`src/rtl/wb_trace_fifo.sv`:
```
// Retire-side trace buffer: packs GRF (W) and DM (M) write events into records
// and queues them in a first-word-fall-through FIFO drained by valid/ready.
module wb_trace_fifo #(
   parameter int DEPTH = 16,
   parameter int AW    = 4
) (
   input  logic          clk,
   input  logic          reset,
   input  logic          trace_en,
   input  logic          grf_we,
   input  logic [4:0]    grf_addr,
   input  logic [31:0]   grf_wdata,
   input  logic [31:0]   grf_pc,
   input  logic          dm_we,
   input  logic [31:0]   dm_addr,
   input  logic [31:0]   dm_wdata,
   input  logic [31:0]   dm_pc,
   output logic          rec_valid,
   input  logic          rec_ready,
   output logic          rec_kind,
   output logic [31:0]   rec_pc,
   output logic [31:0]   rec_addr,
   output logic [31:0]   rec_data,
   output logic [AW:0]   count,
   output logic          overflow,
   output logic [31:0]   evt_total
);

   localparam logic [AW+1:0] DEPTH_W = (AW+2)'(DEPTH);

   // Record layout: {kind, pc, addr, data}
   logic [96:0]   mem_q [DEPTH];

   logic [AW-1:0] wr_ptr_q, wr_ptr_d;
   logic [AW-1:0] rd_ptr_q, rd_ptr_d;
   logic [AW:0]   count_q, count_d;
   logic          overflow_q, overflow_d;
   logic [31:0]   evt_total_q, evt_total_d;

   logic          g_ev, d_ev, g_acc, d_acc, pop, drop;
   logic [AW+1:0] free;
   logic [1:0]    accepted;
   logic [96:0]   g_rec, d_rec, wd0, wd1, head;
   logic          we0, we1;
   logic [AW-1:0] wa0, wa1;

   always_comb begin
      g_ev     = trace_en & grf_we & (grf_addr != 5'd0);
      d_ev     = trace_en & dm_we;
      pop      = (count_q != '0) & rec_ready;
      free     = DEPTH_W - {1'b0, count_q} + {{(AW+1){1'b0}}, pop};
      // GRF (older W instruction) claims space first; DM needs a slot beyond it
      g_acc    = g_ev & (free != '0);
      d_acc    = d_ev & (free > {{(AW+1){1'b0}}, g_acc});
      accepted = {1'b0, g_acc} + {1'b0, d_acc};
      drop     = (g_ev & ~g_acc) | (d_ev & ~d_acc);

      g_rec    = {1'b0, grf_pc, {27'b0, grf_addr}, grf_wdata};
      d_rec    = {1'b1, dm_pc, dm_addr, dm_wdata};
      we0      = reset & (g_acc | d_acc);
      wd0      = g_acc ? g_rec : d_rec;
      wa0      = wr_ptr_q;
      we1      = reset & g_acc & d_acc;
      wd1      = d_rec;
      wa1      = wr_ptr_q + AW'(1);

      wr_ptr_d    = wr_ptr_q + AW'(accepted);
      rd_ptr_d    = rd_ptr_q + AW'(pop);
      count_d     = count_q + (AW+1)'(accepted) - (AW+1)'(pop);
      overflow_d  = overflow_q | drop;
      evt_total_d = evt_total_q + 32'(accepted);
   end

   always_ff @(posedge clk) begin
      if (!reset) begin
         wr_ptr_q    <= '0;
         rd_ptr_q    <= '0;
         count_q     <= '0;
         overflow_q  <= 1'b0;
         evt_total_q <= '0;
      end else begin
         wr_ptr_q    <= wr_ptr_d;
         rd_ptr_q    <= rd_ptr_d;
         count_q     <= count_d;
         overflow_q  <= overflow_d;
         evt_total_q <= evt_total_d;
      end
   end

   always_ff @(posedge clk) begin
      if (we0) mem_q[wa0] <= wd0;
      if (we1) mem_q[wa1] <= wd1;
   end

   always_comb begin
      head      = mem_q[rd_ptr_q];
      rec_valid = (count_q != '0);
      {rec_kind, rec_pc, rec_addr, rec_data} = rec_valid ? head : '0;
      count     = count_q;
      overflow  = overflow_q;
      evt_total = evt_total_q;
   end

endmodule

```
`config.mk`:
```
export PLATFORM = sky130hd
export DESIGN_NAME = wb_trace_fifo
export DESIGN_NICKNAME = d
export VERILOG_FILES = /design/src/rtl/wb_trace_fifo.sv
export SDC_FILE = /design/constraint.sdc
export NUM_CORES = 2
export LEC_CHECK = 0
export CAP_MARGIN = 20
export CELL_PAD_IN_SITES_DETAIL_PLACEMENT = 1
export CELL_PAD_IN_SITES_GLOBAL_PLACEMENT = 1
export CORE_AREA = 2 2 584 296
export DETAILED_ROUTE_END_ITERATION = 16
export DIE_AREA = 0 0 586 298
export GPL_TIMING_DRIVEN = 0
export HOLD_SLACK_MARGIN = 0.02
export PLACE_DENSITY_LB_ADDON = 0.12
export SLEW_MARGIN = 20
export SYNTH_ARGS = -nofsm -noshare
export SYNTH_HDL_FRONTEND = slang
export SYNTH_SLANG_ARGS = --single-unit
```
`constraint.sdc`:
```
create_clock -name clk -period 33.8 [get_ports clk]
set_input_delay 6.76 -clock clk [delete_from_list [all_inputs] [get_ports clk]]
set_output_delay 6.76 -clock clk [all_outputs]
set_load 0.01 [all_outputs]
```
==> reports/metrics.csv <==
stage;metric;value;unit
clock_tree;H-Tree Depth;4;
worst_setup_path;r2r worst-path depth;26;
clock_tree;CTS Buffer Depth;4;
power;PD cells;61.60;nW/um^2
detailed_routing;vias per cell;7.198;
clock_tree;Root Buffer;clkbuf_16;
power;NetSw;0.001681;W
worst_setup_path;worst r2r src;count[2];
worst_setup_path;FF-to-FF End;mem_q[1][41];
sta;fin crit period;13280;ps
sta;hold_ws;465.1;ps
min_path;hold depth;1;
global_routing;first-pass GRT wire length;467.0;mm
cells_and_area;layout cell share with drive strength beyond 1;19.64;%
synthesis;EDFF count, synth;1536;
placement;# port buffers;168;
global_routing;initial antenna violation count;44;
clock_tree;Resize count post-CTS;0;
sta;clk_skew;44.20;ps
synthesis;Mapped Cells;5355;
power;Pwr Total;0.005460;W
synthesis;sequential area share after synthesis;62.51;%
power;VDD IR max;39.56;uV
die;Placeable Area;169200;sq um
synthesis;YS warnings;0;
global_routing;GR peak layer;met1;
sta;final worst path period share;39.29;%
die;die area;174600;sq um
clock_tree;number of clock sinks;1598;
sta;Fin. Hold Viols;0;
global_routing;grt met3 use;19.80;%
min_path;Hold WC Path Type;register to register;
die;Die Span Y;298;um
worst_setup_path;Worst EP arrival;13810;ps
cells_and_area;Layout area overhead;16.99;%
clock_tree;CTS clk-pin slew, worst paths;60;ps
sta;final-report setup violation count;0;
detailed_routing;total DRC errors in the routed layout;0;
power;LEAKAGE;27.01;nW
global_routing;met2 Track Usage GR;48.20;%
worst_setup_path;CP startpoint kind;input port;
global_routing;vias in the first global route;56530;
power;Switching Share;30.78;%
detailed_routing;Detail Route Antenna Nets;0;
synthesis;Seq cells post-synth;1598;
cells_and_area;FF+latch area;47370;sq um
worst_setup_path;WP data required;34330;ps
clock_tree;TritonCTS buffer count;161;
global_routing;largest net degree at the start of global routing;29;
clock_tree;post-CTS setup buffers;0;
detailed_routing;router iterations before antenna repair;8;
clock_tree;CTS tree;built;
detailed_routing;initial DRC count;11390;
synthesis;mapped cell area;75780;sq um
sta;RSZ-0062 raised after global routing;false;
die;Initial Utilization;44.78;%
clock_tree;latest clock arrival within the worst-skew pair;860;ps
cells_and_area;most common cell after layout, fill and taps aside;edfxtp_1;
die;I/O pins;307;
flow_run;MaxCap Viol Count;0;
sta;Slew HR;5.582;%
worst_setup_path;WS Path Type;input port to register;
global_routing;M1 GR Usage;57.73;%
worst_setup_path;CP endpoint kind;register;
status;status;finished, final reports clean;
die;Die X;586;um
power;Comb power frac;26.7;%
die;# rows;107;
cells_and_area;Final #Nets;6007;
placement;RePlAce Congestion;0.9348;
worst_setup_path;Worst R2R Setup Slack;24590;ps
global_routing;Tot GR Track Use;39.03;%
power;Reg power frac;40.7;%
min_path;hold_sp;overflow;
sta;setup TNS;0;ps
sta;worst slew pin tran;1416;ps
detailed_routing;via count;59400;
synthesis;post-synth cell types;57;
placement;DP HPWL;251.2;mm
worst_setup_path;crit-path max FO;10;
synthesis;syn avg cell area;14.15;sq um
detailed_routing;drt wl/cell;42.04;um
synthesis;ys flop type;edfxtp_1;
power;Cell Int Power;0.003780;W
sta;Fmax;0.07531;GHz
clock_tree;hold buffers post-CTS;0;
detailed_routing;Post-Route WL;346.9;mm
power;clock share of power;32.6;%
cells_and_area;fill count;16420;
synthesis;post-synthesis net count;5548;
min_path;Hold Path End;overflow;
global_routing;gr ovfl total;0;
cells_and_area;area of the multi-input gates;25820;sq um
cells_and_area;most frequent cells in the layout;1536 x edfxtp_1, 690 x nand2_1, 688 x o22ai_1;
sta;fin. max-slew vios;0;
synthesis;Post-synth ARST share;0;%
-- cell type report --
type,instances,share of cell area [%]
inverter,22,0.09598
tap,2289,3.231
clock inverter,61,0.5377
sequential,1598,53.43
clock buffer,216,4.927
timing repair buffer,296,5.397
antenna,35,0.09880
multi-input combinational,3114,29.13
buffer,621,3.153
-- cells in the mapped netlist (all sizes together) (2+ instances only) --
cell | number | share of area, %
mux4 | 485 | 14
a21oi | 134 | 0.89
or3 | 6 | 0.050
nand2 | 692 | 3.4
xor2 | 9 | 0.10
or2 | 6 | 0.050
a21boi | 3 | 0.035
a21o | 6 | 0.059
nand4 | 8 | 0.066
o211ai | 5 | 0.056
and3 | 8 | 0.066
nor2 | 344 | 1.7
a2bb2oi | 13 | 0.15
xnor2 | 19 | 0.22
dfxtp | 62 | 1.6
o21ai | 60 | 0.45
o31ai | 3 | 0.030
or4 | 2 | 0.025
and2 | 240 | 2.0
nor4 | 2 | 0.017
clkbuf | 259 | 1.3
edfxtp | 1536 | 61
buf | 362 | 2.3
ha | 19 | 0.31
and4 | 5 | 0.058
nand3 | 33 | 0.22
fa | 3 | 0.079
nor3 | 7 | 0.046
o22ai | 692 | 5.8
o21a | 5 | 0.050
inv | 22 | 0.11
a22o | 276 | 3.2
nand2b | 14 | 0.12
nor2b | 6 | 0.050
-- per-stage QoR --
stage	cell area, sq um	std cells	setup WS, ps	utilization [%]
2_1_floorplan	75780	5355	16660	-
3_3_place_gp	80320	7812	4312	47.47
3_5_place_dp	83590	7933	19870	49.39
4_1_cts	88430	8210	20720	52.26
5_1_grt	88610	8235	20550	52.36
6_report	88650	8252	20520	52.39
-- worst max-delay path, stage by stage --
cell             delay [ps]
clkdlybuf4s50_1         450
nand2_1                 100
ha_1                    280
inv_1                    70
ha_1                    220
nand4b_1                140
o41ai_2                 400
o211ai_1                450
and2_1                  330
buf_6                   170
ha_1                    310
nor2_1                   60
o21bai_1                220
ha_1                    180
nand2b_1                310
or2_2                   360
a21oi_1                 300
nor2_2                  750
clkbuf_1                980
buf_2                   800
nor2_1                  120
-- power groups by stage --
| stage | clock network, W | logic (W) | registers (W) |
|---|---|---|---|
| floorplan | 0 | 0.000761 | 0.00227 |
| global placement | 0 | 0.00135 | 0.00229 |
| detailed placement | 0 | 0.00140 | 0.00226 |
| CTS | 0.00177 | 0.00141 | 0.00222 |
| global route | 0.00184 | 0.00148 | 0.00223 |
| finish | 0.00178 | 0.00146 | 0.00222 |
-- how the worst max path moves through the flow --
stage	startpoint	endpoint	cells after the start
global route	rec_ready	mem_q[1][41]	21
detailed placement	rec_ready	mem_q[2][14]	21
global placement	rec_ready	mem_q[4][34]	16
floorplan	rec_ready	mem_q[4][0]	15
finish	rec_ready	mem_q[1][41]	21
CTS	rec_ready	mem_q[2][14]	21
-- registers in the layout, summed over array words and instances, names as in the netlist --
register and flops:
count 5, evt_total 32, mem_q 1552, overflow 1
rd_ptr_q 4, wa0 4
-- cell families (layout without fill, tap and decap cells) --
| logic type | Yosys count | in the layout | share of synthesized area (%) |
|---|---|---|---|
| fa+ha+maj | 22 | 22 | 0.3930 |
| compound gates | 1202 | 1202 | 10.76 |
| mux | 485 | 485 | 14.41 |
| buf+inv | 643 | 1216 | 3.671 |
| simple gates | 1377 | 1377 | 7.935 |
| other cells | 0 | 35 | 0 |
| flops | 1598 | 1598 | 62.51 |
| xor+xnor | 28 | 28 | 0.3236 |
-- routing by layer --
metal | wire [um] | vias to the layer above
met5 | 245 | -
met4 | 13890 | 32
met3 | 66150 | 872
met2 | 129800 | 5923
met1 | 136800 | 30500
li1 | - | 22070
(Power assumes the default switching activity.)
